<file path="src/rtl/hazard_pkg.sv">
// Shared types and control-word constants for the pipeline hazard controller.
// Contents: FSM state enum, packed pipeline control word, and one constant
// control word per priority case (mem stall > redirect > flush > load-use > run).
package hazard_pkg;

  typedef enum logic [0:0] {
    RUN   = 1'b0,
    FLUSH = 1'b1
  } hz_state_t;

  typedef struct packed {
    logic pc_en;
    logic ifid_en;
    logic ifid_clr;
    logic idex_en;
    logic idex_clr;
    logic exmem_en;
    logic memwb_clr;
  } pipe_ctrl_t;

  // Control words in priority order, highest first; CTRL_OFF applies during rst.
  localparam pipe_ctrl_t CTRL_MEM_STALL = 7'b000_000_1;
  localparam pipe_ctrl_t CTRL_REDIRECT  = 7'b111_111_0;
  localparam pipe_ctrl_t CTRL_FLUSH     = 7'b111_101_0;
  localparam pipe_ctrl_t CTRL_LOAD_USE  = 7'b000_111_0;
  localparam pipe_ctrl_t CTRL_RUN       = 7'b110_101_0;
  localparam pipe_ctrl_t CTRL_OFF       = 7'b000_000_0;

endpackage

</file>
<file path="src/rtl/pipeline_hazard_ctrl_if.sv">
// Hazard-controller bundle between the pipeline datapath and the controller.
// master: datapath side (drives hazard inputs, receives stage controls/status).
// slave : controller side (inputs: register indices, load/redirect/stall
//         flags; outputs: stage en/clr, in_flush, mem_timeout, perf counters).
interface pipeline_hazard_ctrl_if #(
  parameter int unsigned REG_W = 5,
  parameter int unsigned CNT_W = 32
);
  logic [REG_W-1:0] id_rs1;
  logic [REG_W-1:0] id_rs2;
  logic             id_use_rs1;
  logic             id_use_rs2;
  logic             ex_mem_read;
  logic [REG_W-1:0] ex_rd;
  logic             ex_redirect;
  logic             mem_stall_req;

  logic             pc_en;
  logic             ifid_en;
  logic             ifid_clr;
  logic             idex_en;
  logic             idex_clr;
  logic             exmem_en;
  logic             memwb_clr;
  logic             in_flush;
  logic             mem_timeout;
  logic [CNT_W-1:0] stall_cycles;
  logic [CNT_W-1:0] flush_events;

  modport master (
    output id_rs1, id_rs2, id_use_rs1, id_use_rs2, ex_mem_read, ex_rd,
           ex_redirect, mem_stall_req,
    input  pc_en, ifid_en, ifid_clr, idex_en, idex_clr, exmem_en, memwb_clr,
           in_flush, mem_timeout, stall_cycles, flush_events
  );

  modport slave (
    input  id_rs1, id_rs2, id_use_rs1, id_use_rs2, ex_mem_read, ex_rd,
           ex_redirect, mem_stall_req,
    output pc_en, ifid_en, ifid_clr, idex_en, idex_clr, exmem_en, memwb_clr,
           in_flush, mem_timeout, stall_cycles, flush_events
  );
endinterface

</file>
<file path="src/rtl/sat_counter.sv">
// Saturating up-counter with synchronous active-high reset.
// Ports: clk, rst, inc (count enable), count (current value, sticks at all-ones).
module sat_counter #(
  parameter int unsigned WIDTH = 32
) (
  input  logic             clk,
  input  logic             rst,
  input  logic             inc,
  output logic [WIDTH-1:0] count
);

  logic [WIDTH-1:0] count_q, count_d;

  // Next count: hold at all-ones once saturated
  always_comb begin
    count_d = count_q;
    if (inc && (count_q != '1)) count_d = count_q + WIDTH'(1);
  end

  always_ff @(posedge clk) begin
    if (rst) count_q <= '0;
    else     count_q <= count_d;
  end

  assign count = count_q;

endmodule

</file>
<file path="src/rtl/pipeline_hazard_ctrl.sv">
// Central stall/flush controller for the 5-stage pipeline: load-use bubbles,
// EX redirects with FETCH_LAT extra IF/ID flush cycles, data-memory wait
// states, a sticky memory-timeout flag and saturating stall/flush counters.
// Ports: clk, rst (sync, active-high), hz (slave modport carrying all hazard
// inputs and the combinational stage controls, status and counters).
module pipeline_hazard_ctrl
  import hazard_pkg::*;
#(
  parameter int unsigned REG_W     = 5,
  parameter int unsigned FETCH_LAT = 1,
  parameter int unsigned MAX_WAIT  = 255,
  parameter int unsigned CNT_W     = 32
) (
  input  logic                  clk,
  input  logic                  rst,
  pipeline_hazard_ctrl_if.slave hz
);

  localparam int unsigned WAIT_W = $clog2(MAX_WAIT + 1);
  localparam logic [WAIT_W-1:0] WAIT_MAX  = WAIT_W'(MAX_WAIT);
  localparam logic [3:0]        FLUSH_LEN = 4'(FETCH_LAT);
  localparam bit                HAS_FLUSH = (FETCH_LAT != 0);

  hz_state_t         state_q, state_d;
  logic [3:0]        flush_cnt_q, flush_cnt_d;
  logic [WAIT_W-1:0] wait_cnt_q, wait_cnt_d;
  logic              mem_timeout_q, mem_timeout_d;
  pipe_ctrl_t        ctrl_c;
  logic              load_use_c;
  logic              flush_inc_c;

  // Load in EX whose destination is read by the instruction in ID
  assign load_use_c = (state_q == RUN) && hz.ex_mem_read && (hz.ex_rd != REG_W'(0)) &&
                      ((hz.id_use_rs1 && (hz.id_rs1 == hz.ex_rd)) ||
                       (hz.id_use_rs2 && (hz.id_rs2 == hz.ex_rd)));

  always_ff @(posedge clk) begin
    if (rst) begin
      state_q       <= RUN;
      flush_cnt_q   <= '0;
      wait_cnt_q    <= '0;
      mem_timeout_q <= 1'b0;
    end else begin
      state_q       <= state_d;
      flush_cnt_q   <= flush_cnt_d;
      wait_cnt_q    <= wait_cnt_d;
      mem_timeout_q <= mem_timeout_d;
    end
  end

  // Priority resolution and next state; a redirect under mem stall waits for EX to unfreeze
  always_comb begin
    state_d     = state_q;
    flush_cnt_d = flush_cnt_q;
    ctrl_c      = CTRL_RUN;
    flush_inc_c = 1'b0;
    if (rst) begin
      ctrl_c = CTRL_OFF;
    end else if (hz.mem_stall_req) begin
      ctrl_c = CTRL_MEM_STALL;
    end else if (hz.ex_redirect) begin
      ctrl_c      = CTRL_REDIRECT;
      flush_inc_c = 1'b1;
      if (HAS_FLUSH) begin
        state_d     = FLUSH;
        flush_cnt_d = FLUSH_LEN;
      end else begin
        state_d = RUN;
      end
    end else if (state_q == FLUSH) begin
      ctrl_c      = CTRL_FLUSH;
      flush_cnt_d = flush_cnt_q - 4'd1;
      if (flush_cnt_q == 4'd1) state_d = RUN;
    end else if (load_use_c) begin
      ctrl_c = CTRL_LOAD_USE;
    end
  end

  // Consecutive mem-stall cycle counter and sticky timeout
  always_comb begin
    wait_cnt_d = '0;
    if (hz.mem_stall_req) begin
      wait_cnt_d = (wait_cnt_q == WAIT_MAX) ? wait_cnt_q : wait_cnt_q + WAIT_W'(1);
    end
    mem_timeout_d = mem_timeout_q | (wait_cnt_d == WAIT_MAX);
  end

  sat_counter #(.WIDTH(CNT_W)) u_stall_cnt (
    .clk   (clk),
    .rst   (rst),
    .inc   (~ctrl_c.pc_en),
    .count (hz.stall_cycles)
  );

  sat_counter #(.WIDTH(CNT_W)) u_flush_cnt (
    .clk   (clk),
    .rst   (rst),
    .inc   (flush_inc_c),
    .count (hz.flush_events)
  );

  assign hz.pc_en       = ctrl_c.pc_en;
  assign hz.ifid_en     = ctrl_c.ifid_en;
  assign hz.ifid_clr    = ctrl_c.ifid_clr;
  assign hz.idex_en     = ctrl_c.idex_en;
  assign hz.idex_clr    = ctrl_c.idex_clr;
  assign hz.exmem_en    = ctrl_c.exmem_en;
  assign hz.memwb_clr   = ctrl_c.memwb_clr;
  assign hz.in_flush    = (state_q == FLUSH);
  assign hz.mem_timeout = mem_timeout_q;

endmodule

</file>
<file path="src/flat_wrapper.sv">
// flat-port wrapper written by rule: the top's interface ports become plain ports
module pipeline_hazard_ctrl_flat import hazard_pkg::*;
#(
  parameter int unsigned REG_W     = 5,
  parameter int unsigned FETCH_LAT = 1,
  parameter int unsigned MAX_WAIT  = 255,
  parameter int unsigned CNT_W     = 32
)
  (clk, rst, hz_id_rs1, hz_id_rs2, hz_id_use_rs1, hz_id_use_rs2, hz_ex_mem_read, hz_ex_rd, hz_ex_redirect, hz_mem_stall_req, hz_pc_en, hz_ifid_en, hz_ifid_clr, hz_idex_en, hz_idex_clr, hz_exmem_en, hz_memwb_clr, hz_in_flush, hz_mem_timeout, hz_stall_cycles, hz_flush_events);
  pipeline_hazard_ctrl_if #(.REG_W(REG_W), .CNT_W(CNT_W)) hz_i ();
  input  logic clk;
  input  logic rst;
  input wire logic [$bits(hz_i.id_rs1)-1:0] hz_id_rs1;
  input wire logic [$bits(hz_i.id_rs2)-1:0] hz_id_rs2;
  input wire logic [$bits(hz_i.id_use_rs1)-1:0] hz_id_use_rs1;
  input wire logic [$bits(hz_i.id_use_rs2)-1:0] hz_id_use_rs2;
  input wire logic [$bits(hz_i.ex_mem_read)-1:0] hz_ex_mem_read;
  input wire logic [$bits(hz_i.ex_rd)-1:0] hz_ex_rd;
  input wire logic [$bits(hz_i.ex_redirect)-1:0] hz_ex_redirect;
  input wire logic [$bits(hz_i.mem_stall_req)-1:0] hz_mem_stall_req;
  output wire logic [$bits(hz_i.pc_en)-1:0] hz_pc_en;
  output wire logic [$bits(hz_i.ifid_en)-1:0] hz_ifid_en;
  output wire logic [$bits(hz_i.ifid_clr)-1:0] hz_ifid_clr;
  output wire logic [$bits(hz_i.idex_en)-1:0] hz_idex_en;
  output wire logic [$bits(hz_i.idex_clr)-1:0] hz_idex_clr;
  output wire logic [$bits(hz_i.exmem_en)-1:0] hz_exmem_en;
  output wire logic [$bits(hz_i.memwb_clr)-1:0] hz_memwb_clr;
  output wire logic [$bits(hz_i.in_flush)-1:0] hz_in_flush;
  output wire logic [$bits(hz_i.mem_timeout)-1:0] hz_mem_timeout;
  output wire logic [$bits(hz_i.stall_cycles)-1:0] hz_stall_cycles;
  output wire logic [$bits(hz_i.flush_events)-1:0] hz_flush_events;
  assign hz_i.id_rs1 = hz_id_rs1;
  assign hz_i.id_rs2 = hz_id_rs2;
  assign hz_i.id_use_rs1 = hz_id_use_rs1;
  assign hz_i.id_use_rs2 = hz_id_use_rs2;
  assign hz_i.ex_mem_read = hz_ex_mem_read;
  assign hz_i.ex_rd = hz_ex_rd;
  assign hz_i.ex_redirect = hz_ex_redirect;
  assign hz_i.mem_stall_req = hz_mem_stall_req;
  assign hz_pc_en = hz_i.pc_en;
  assign hz_ifid_en = hz_i.ifid_en;
  assign hz_ifid_clr = hz_i.ifid_clr;
  assign hz_idex_en = hz_i.idex_en;
  assign hz_idex_clr = hz_i.idex_clr;
  assign hz_exmem_en = hz_i.exmem_en;
  assign hz_memwb_clr = hz_i.memwb_clr;
  assign hz_in_flush = hz_i.in_flush;
  assign hz_mem_timeout = hz_i.mem_timeout;
  assign hz_stall_cycles = hz_i.stall_cycles;
  assign hz_flush_events = hz_i.flush_events;
  pipeline_hazard_ctrl #(.REG_W(REG_W), .FETCH_LAT(FETCH_LAT), .MAX_WAIT(MAX_WAIT), .CNT_W(CNT_W)) u_core (.clk(clk), .rst(rst), .hz(hz_i));
endmodule
</file>
<file path="config.mk">
export PLATFORM = sky130hd
export DESIGN_NAME = pipeline_hazard_ctrl_flat
export DESIGN_NICKNAME = d
export VERILOG_FILES = /design/src/rtl/hazard_pkg.sv /design/src/rtl/pipeline_hazard_ctrl_if.sv /design/src/rtl/sat_counter.sv /design/src/rtl/pipeline_hazard_ctrl.sv /design/src/flat_wrapper.sv
export SDC_FILE = /design/constraint.sdc
export NUM_CORES = 1
export LEC_CHECK = 0
export ABC_CLOCK_PERIOD_IN_PS = 3000
export CORE_ASPECT_RATIO = 0.75
export CORE_UTILIZATION = 52
export CTS_BUF_LIST = sky130_fd_sc_hd__clkbuf_2 sky130_fd_sc_hd__clkbuf_4 sky130_fd_sc_hd__clkbuf_8
export CTS_CLUSTER_DIAMETER = 50
export CTS_CLUSTER_SIZE = 28
export DETAILED_ROUTE_END_ITERATION = 8
export PLACE_DENSITY_LB_ADDON = 0.2
export SYNTH_ARGS = -nofsm -noshare
export SYNTH_HDL_FRONTEND = slang
export SYNTH_SLANG_ARGS = --single-unit
</file>
<file path="constraint.sdc">
create_clock -name clk -period 3 [get_ports clk]
set_clock_uncertainty 0.15 [all_clocks]
set_input_delay 0.6 -clock clk [delete_from_list [all_inputs] [get_ports clk]]
set_output_delay 0.6 -clock clk [all_outputs]
set_load 0.01 [all_outputs]
</file>
* Word-level counts from Yosys, hierarchy flattened
Cells that the tools add are included.
** Storage, ports and cells
- Register bits :: 78
- Input port bits :: 22
- Output and inout port bits :: 73
** Operators by class
- Add/subtract/negate cells :: 4
- Equal/unequal tests :: 7
- Mux-type cells :: 15
- Bitwise operators :: 4
- Reductions and logical operators :: 11
** Operators by type and width (count)
- adder 32 x 1 -> 32 bit (second input constant) :: 2
- != test 32 bit (second input constant) :: 2
- two-way mux 7 bit :: 5
- equality test 8 bit (second input constant) :: 2
- two-way mux 8 bit :: 2
- equality test 5 bit :: 2
- adder 8 x 1 -> 8 bit (second input constant) :: 1
- two-way mux 4 bit :: 2
- logical AND 1 bit :: 7
- two-way mux 1 bit :: 6
- nonzero test 5 bit :: 1
- equality test 4 x 1 -> 1 bit (second input constant) :: 1
- subtractor 4 x 1 -> 4 bit (second input constant) :: 1
- NOT 1 bit :: 3
- AND reduction 2 bit :: 1
- nonzero test 2 bit :: 1
- logical OR 1 bit :: 1
- bitwise OR 1 bit :: 1

* Logic depth before layout (Yosys ltp)
Gate-level depths: netlist of the first run.
- Depth in word-level cells :: 11
- Depth in mapped cells :: 9

* Hierarchy
Synthesis of the first run repeated with hierarchy kept, for this count alone.
** Unflattened totals
- Cell total of the unflattened synthesis :: 519
- Area total of the unflattened synthesis :: 4332.9 um2
** Modules (own cells, without submodules)
- sat_counter :: instances 2, cells an instance 199, area each 1674.1 um2, seq. area each 640.6 um2
- pipeline_hazard_ctrl :: instances 1, cells an instance 121, area each 984.7 um2, seq. area each 280.3 um2

* Worst setup path before layout of the first run
No wires, ideal clock.
- Path type :: input-to-output
- Start :: in hz_ex_rd[1]
- End :: out hz_pc_en
- Data arrival time :: 1878 ps
- Slack :: 372 ps
- Stages on the path :: 4
- Cell sequence :: or4_1 o211a_1 o21ai_0 buf_4
** On the way
- Cells in the longest elaborated chain, start to end :: 9
** RTL lines
- start: declaration :: RTL line flat_wrapper.sv:18 : input wire logic [$bits(hz_i.ex_rd)-1:0] hz_ex_rd;
- equality test 5 bit, on equally long branches :: RTL line pipeline_hazard_ctrl.sv:34, pipeline_hazard_ctrl.sv:35
- logical AND 1 bit, on equally long branches :: RTL line pipeline_hazard_ctrl.sv:34, pipeline_hazard_ctrl.sv:35
- logical OR 1 bit :: RTL line pipeline_hazard_ctrl.sv:34 : ((hz.id_use_rs1 && (hz.id_rs1 == hz.ex_rd)) ||
- logical AND 1 bit (*) :: RTL line pipeline_hazard_ctrl.sv:33 : assign load_use_c = (state_q == RUN) && hz.ex_mem_read && (hz.ex_rd != REG_W'(0)) &&
- two-way mux 7 bit (*) :: RTL line pipeline_hazard_ctrl.sv:74 : end else if (load_use_c) begin
- two-way mux 7 bit (*) :: RTL line pipeline_hazard_ctrl.sv:70 : end else if (state_q == FLUSH) begin
- two-way mux 7 bit (*) :: RTL line pipeline_hazard_ctrl.sv:61 : end else if (hz.ex_redirect) begin
- two-way mux 7 bit (*) :: RTL line pipeline_hazard_ctrl.sv:59 : end else if (hz.mem_stall_req) begin
- two-way mux 7 bit (*) :: RTL line pipeline_hazard_ctrl.sv:57 : if (rst) begin
- end: declaration :: RTL line flat_wrapper.sv:21 : output wire logic [$bits(hz_i.pc_en)-1:0] hz_pc_en;
Every way passes the cells marked *; elsewhere a longest branch is shown, timed or not.

* Worst setup path in the final report of the first run
- Start :: in hz_mem_stall_req
- End :: out hz_idex_en
** On the way
- Cells in the longest elaborated chain, start to end :: 2
** RTL lines
- start: declaration :: RTL line flat_wrapper.sv:20 : input wire logic [$bits(hz_i.mem_stall_req)-1:0] hz_mem_stall_req;
- two-way mux 7 bit :: RTL line pipeline_hazard_ctrl.sv:59
- two-way mux 7 bit :: RTL line pipeline_hazard_ctrl.sv:57
- end: declaration :: RTL line flat_wrapper.sv:24 : output wire logic [$bits(hz_i.idex_en)-1:0] hz_idex_en;
Every way passes these cells.

==> impl_results.md, run 1 <==
- Fin. Hold Viols: 0
- Power Density: 362 nW/um2
- Synthesized flop and latch total: 78
- Fmax: 0.342 GHz
- Slew Limit Fails: 0
- Vias: 3,989
- CTS tree: done
- Max-slew headroom: 56.9%
- Layout area overhead: 31.3%
- Post-route cell area: 5450 um2
- CP Data Required Time: 2.25 ns
- DR WL/cell: 15.1 um
- Clk pwr share: 36.3%
- Routed Antenna Nets: 0
- Hold Crit Class: register to register
- WL final: 10,500 um
- Die H: 79.3 um
- Met2 wire len: 4740 um
- Family with the most delay on the worst path: buffers and inverters
- Worst-path clk slew: 0.08 ns
- GRT Overall Usage: 25.7%
- Placed Instances: 684
- Netlist cell types: 58
- Data arrival, critical path: 2.17 ns
- Effective utilization at floorplan: 55.0%
- CP startpoint kind: input pin
- CP most frequent cell: clkdlybuf4s50_1
- Setup violations, final: 0
- Die width: 105 um
- Syn nets: 516
- Layout fillers: 579
- Total negative setup slack: 0 ns
- Hold buffers post-CTS: 0
- Vias in the first global route: 3,602
- Post-synth top flop: dfxtp_1
- Global-route wire length before repair: 17,100 um
- Internal: 1.49 mW
- CP max FO: 5
- Util after Layout: 72.3%
- Fraction of registers with async set/reset: 0%
- Final period utilization: 97.5%
- Met3 routed WL: 643 um
- Residual DRC: 0
- Starting DRT DRC Count: 266
- Sequential fraction of the synthesis area: 37.7%
- Drt first pass iters: 5
- Placer congestion estimate: 0.846
- CTS sink cnt: 78
- Largest net degree at the start of global routing: 48
- Antenna diode instance count: 0
- CTS root buf: clkbuf_8
- Ports: 95
- Most frequent cells in the layout: clkdlybuf4s50_1, dfxtp_1, nor2_1, xnor2_1
- Top sig layer: met4
- Syn_area_per_cell: 8.48 um2
- Critical Path End Type: primary output
- Port Buf Inserts: 94
- Ratio of cells with drive above 1 in the final layout: 11.9%
- DR vias/cell: 5.71
- Wl on met1: 5080 um
- Max cap viols: 0
- Crit path cell chain: clkdlybuf4s50_1, or2_2, inv_1, buf_4, clkdlybuf4s50_1
- GRT overflow: 0
- Row cnt: 27
- Slowest CP cell: clkdlybuf4s50_1
- Nets@finish: 623
- Detail Placement HPWL: 7490 um
- Core Box Area: 7530 um2
- Most common cell after layout, fill and taps aside: clkdlybuf4s50_1
- Crit path largest cell delay: 0.52 ns
- Buf/Inv on CP: 4
- Pleak: 1.81 nW
- Unrepaired setup endpoints after global routing: no
- Combinational Power Share: 9.9%
- H-tree depth: 3
- Switching share of total power: 24.6%
- Number of synthesized flops with an enable pin: 0
- Total Power Consumption: 1.97 mW
- Syn Std Cell Area: 4150 um2
- Status: completed
- Yosys warnings: 0
- Clk Latency, worst-skew pair: 0.36 ns
- Fin crit period: 2.92 ns
- Die area: 8340 um2
- Critical path type: input pin to primary output
- Non-Filler Instances: 699
- Worst-Margin Slew: 0.647 ns
- Clock Tree Buf Depth: 2
- Initial antenna violation count: 0
- Num CTS Buffers: 9
- Switching pwr: 0.484 mW
- Mapped Cells: 489
- Post-DP Area: 5250 um2
- Flop pwr share: 53.8%
- Peak VDD IR: 328 uV
[logic make-up after synthesis]
group | count (synthesis) | share of synthesized area [%]
AND/OR/NAND/NOR | 234 | 32.9
AO/OA/AOI/OAI | 80 | 12.1
flip-flops | 78 | 37.7
XOR/XNOR | 47 | 9.93
buffers and inverters | 41 | 4.89
adder cells (fa/ha/maj) | 5 | 1.51
multiplexers | 4 | 1.09
[power by group through the flow]
stage	registers [mW]	logic [mW]	clock network, mW
final	1.06	0.195	0.715
after global routing	1.06	0.211	0.769
after CTS	1.06	0.193	0.727
after detailed placement	1.08	0.190	0
after global placement	1.08	0.186	0
after floorplan	1.08	0.0947	0
[cell usage after synthesis (8+ instances only)]
master    instances  share of area [%]
a21oi_1          29                3.5
and3_1            8                1.2
and4_1           10                2.1
clkbuf_1         12                1.1
dfxtp_1          78                 38
inv_1            16                1.4
nand2_1          28                2.5
nand3_1          29                3.5
nand4_1          25                3.8
nor2_1           59                5.3
nor3_1           11                1.3
o21ai_0          19                2.3
o31ai_1           9                1.6
or3_1            15                2.3
or4_1            10                1.8
xnor2_1          34                7.2
xor2_1           13                2.7
[worst min-delay path: stages, from the launching register on]
cell and delay (ns):
dfxtp_1 0.33, nand2b_1 0.06, o41ai_1 0.05
[through the flow]
stage / worst slack [ns] / hold WS (ns)
finish: 0.0759 / 0.317
global route: 0.0253 / 0.379
CTS: 0.00303 / 0.319
detailed placement: -0.394 / 0.301
global placement: -0.305 / 0.293
floorplan: 0.372 / 0.308
[sequential cells by signal, indices dropped and copies added, names as in the netlist]
| signal | flops |
|---|---|
| u_core.flush_cnt_q | 4 |
| u_core.u_flush_cnt.count | 32 |
| u_core.wait_cnt_q | 8 |
| u_core.u_stall_cnt.count | 32 |
| u_core.hz.in_flush | 1 |
| u_core.hz.mem_timeout | 1 |
[per-layer routing]
| layer | vias to the layer above | global-route usage [%] |
|---|---|---|
| met1 | 1874 | 34.8 |
| met2 | 131 | 40.7 |
| met3 | 6 | 6.73 |
| met5 | - | 0 |
| met4 | 0 | 6.62 |
| li1 | 1978 | - |
[layout make-up]
cell class	instances	area [um2]	share of cell area, %
repair buffers	121	1120	20.6
clock inverters	1	7.51	0.138
flip-flops and latches	78	1560	28.7
clock buffers	12	159	2.92
well taps	101	126	2.32
multi-input cells	370	2410	44.2
inverters	16	60.1	1.10
[worst paths after layout]
check / startpoint / to / slack [ns] / cells past startpoint
worst min-delay path: u_core.hz.mem_timeout$_SDFF_PP0_ / u_core.hz.mem_timeout$_SDFF_PP0_ / 0.32 / 2
worst max register to register: u_core.u_flush_cnt.count[3]$_SDFFE_PP0P_ / u_core.u_flush_cnt.count[21]$_SDFFE_PP0P_ / 0.57 / 6
worst max-delay path: hz_mem_stall_req / hz_idex_en / 0.08 / 5
worst min register to register: u_core.hz.mem_timeout$_SDFF_PP0_ / u_core.hz.mem_timeout$_SDFF_PP0_ / 0.32 / 2
[timing repair]
action / in CTS / in global routing
gates resized for setup: 13 / 5
gates cloned: 0 / 0
pin swaps: 3 / 3
endpoints found under the setup margin: 3 / 3
setup buffers: 1 / 1
Power figures use the tool's default switching activity.
==> run 2: changes to the inputs <==
--- a/config.mk
+++ b/config.mk
@@ -10,7 +10,7 @@
 export CORE_UTILIZATION = 52
 export CTS_BUF_LIST = sky130_fd_sc_hd__clkbuf_2 sky130_fd_sc_hd__clkbuf_4 sky130_fd_sc_hd__clkbuf_8
 export CTS_CLUSTER_DIAMETER = 50
-export CTS_CLUSTER_SIZE = 28
+export CTS_CLUSTER_SIZE = 14
 export DETAILED_ROUTE_END_ITERATION = 8
 export PLACE_DENSITY_LB_ADDON = 0.2
 export SYNTH_ARGS = -nofsm -noshare
==> results of run 2 <==
Final layout, timing and power as in run 1 (identical DEF).
==> run 3: changes to the inputs <==
==> constraint.sdc (replaced) <==
create_clock -name clk -period 3 [get_ports clk]
set_clock_uncertainty 0.15 [all_clocks]
set_input_delay 0.6 -clock clk [delete_from_list [all_inputs] [get_ports clk]]
set_output_delay 0.6 -clock clk [all_outputs]
set_load 0.02 [all_outputs]
==> run 3 against run 2 <==
Against the previous run:
- sequential share of layout area decreased by 0.48 points
- clock power increased by 37%
- via count increased by 1.3%
- first-iteration DRC count decreased by 19%
- combinational power increased by 7%
- register-to-register slack about the same
- critical endpoint is now hz_ifid_en
- largest cell class unchanged
- highest routed layer unchanged
==> impl_results.md, run 3 (synthesis results as in run 1) <==
- Status: completed
- Most common cell after layout, fill and taps aside: clkdlybuf4s50_1
- Wl on met1: 5040 um
- Detail Placement HPWL: 7720 um
- Most frequent cells in the layout: clkdlybuf4s50_1, dfxtp_1, nor2_1, xnor2_1
- Pleak: 1.90 nW
- Clk Latency, worst-skew pair: 0.37 ns
- Final period utilization: 97.9%
- Ports: 95
- Die area: 8340 um2
- Placed Instances: 687
- GRT Overall Usage: 26.9%
- Num CTS Buffers: 9
- Vias: 4,039
- Switching pwr: 0.530 mW
- Power Density: 406 nW/um2
- Ratio of cells with drive above 1 in the final layout: 12.4%
- Top sig layer: met4
- Internal: 1.72 mW
- Critical path type: input pin to primary output
- WL final: 10,700 um
- Placer congestion estimate: 0.853
- R2R setup slack: 0.56 ns
- CTS root buf: clkbuf_8
- Fin. Hold Viols: 0
- Reg2Reg Capture Point: u_core.u_flush_cnt.count[19]$_SDFFE_PP0P_
- Critical Path End Type: primary output
- Vias in the first global route: 3,783
- Hold Path Origin: u_core.hz.mem_timeout$_SDFF_PP0_
- Worst Setup Slack, final: 0.0620 ns
- Drt first pass iters: 4
- Met2 wire len: 4940 um
- Non-Filler Instances: 704
- Nets@finish: 625
- Hold depth: 2
- CTS tree: done
- Unrepaired setup endpoints after global routing: yes
- Combinational Power Share: 9.2%
- RR Startpoint: u_core.u_flush_cnt.count[3]$_SDFFE_PP0P_
- Hold Crit Class: register to register
- Layout area overhead: 33.6%
- Initial antenna violation count: 0
- Clock Tree Buf Depth: 2
- Met3 routed WL: 574 um
- Setup violations, final: 0
- Slew Limit Fails: 0
- DR vias/cell: 5.74
- Clk pwr share: 43.6%
- Antenna diode instance count: 0
- Effective utilization at floorplan: 55.0%
- Max cap viols: 0
- Fmax: 0.340 GHz
- Core Box Area: 7530 um2
- Global-route wire length before repair: 17,900 um
- Starting DRT DRC Count: 216
- Largest net degree at the start of global routing: 51
- CP max FO: 2
- Routed Antenna Nets: 0
- Flop pwr share: 47.1%
- Max-slew headroom: 56.7%
- Data arrival, critical path: 2.19 ns
- CP startpoint kind: input pin
- Row cnt: 27
- Die width: 105 um
- DR WL/cell: 15.2 um
- Peak VDD IR: 331 uV
- Switching share of total power: 23.5%
- Hold EP: u_core.hz.mem_timeout$_SDFF_PP0_
- Worst-Margin Slew: 0.650 ns
- Residual DRC: 0
- H-tree depth: 3
- CP Data Required Time: 2.25 ns
- Worst-path clk slew: 0.08 ns
- Die H: 79.3 um
- CTS sink cnt: 78
- GRT overflow: 0
- Hold buffers post-CTS: 0
- Port Buf Inserts: 94
- FF-to-FF path depth: 6
- Setup WS pre-CTS: -0.423 ns
- Fin crit period: 2.94 ns
[run 3: cell types whose count changed in the layout (fill, tap and decap cells not counted), sizes merged]
cell,before,now
buf,30,33
bufinv,0,3
clkbuf,13,10
clkdlybuf4s50,90,87
clkinv,0,3
dlymetal6s2s,0,3
clkinvlp,1,0
[run 3: critical path, stage by stage]
cell,delay (ns)
clkdlybuf4s50_1,0.45
or4_4,0.56
o211a_1,0.24
o21ai_1,0.16
buf_2,0.19
[run 3: how the worst max path moves through the flow]
stage	startpoint	to	slack, ns	cells past startpoint
floorplan	hz_ex_rd[1]	hz_pc_en	0.11	4
global placement	hz_ex_rd[1]	hz_pc_en	-0.37	5
detailed placement	hz_ex_rd[1]	hz_ifid_en	-0.42	5
CTS	hz_mem_stall_req	hz_idex_en	0.01	5
global route	hz_ex_rd[3]	u_core.u_stall_cnt.count[15]$_SDFFE_PP0P_	-0.01	11
finish	hz_ex_rd[1]	hz_ifid_en	0.06	5
[run 3: area by class of cell]
class                   instances  area [um2]
fillers                       564        2000
clock inverters                 6         109
multi-input cells             370        2400
flip-flops and latches         78        1560
well taps                     101         126
inverters                      16        60.1
clock buffers                  10         138
repair buffers                123        1150
[run 3: stage by stage]
step / TNS [ns] / util [%] / power [mW] / area, um2 / hold WS [ns]
finish: 0 / 73.5 / 2.25 / 5540 / 0.341
global route: -0.0372 / 73.5 / 2.32 / 5540 / 0.364
CTS: 0 / 73.3 / 2.26 / 5520 / 0.342
detailed placement: -2.85 / 70.0 / 1.29 / 5280 / 0.322
global placement: -1.48 / 70.0 / 1.28 / 5280 / 0.294
floorplan: 0 / - / 1.19 / 4150 / 0.308
[run 3: power by group through the flow]
| stage | sequential [mW] | clock [mW] | combinational (mW) |
|---|---|---|---|
| 6_report | 1.06 | 0.982 | 0.208 |
| 5_1_grt | 1.06 | 1.03 | 0.226 |
| 4_1_cts | 1.06 | 0.992 | 0.206 |
| 3_5_place_dp | 1.08 | 0 | 0.205 |
| 3_3_place_gp | 1.08 | 0 | 0.199 |
| 2_1_floorplan | 1.09 | 0 | 0.0992 |
[run 3: what timing repair did]
action | CTS | global route
gates resized for setup | 17 | 5
hold endpoints to repair | 0 | 0
setup buffers | 1 | 0
setup endpoints to repair | 3 | 8
pin swaps | 1 | 2
[run 3: routing by layer]
layer  up-vias  track usage, %
li1       1990               -
met1      1922            34.1
met2       117            45.8
met3        10            6.57
met4         0            7.04
met5         -               0
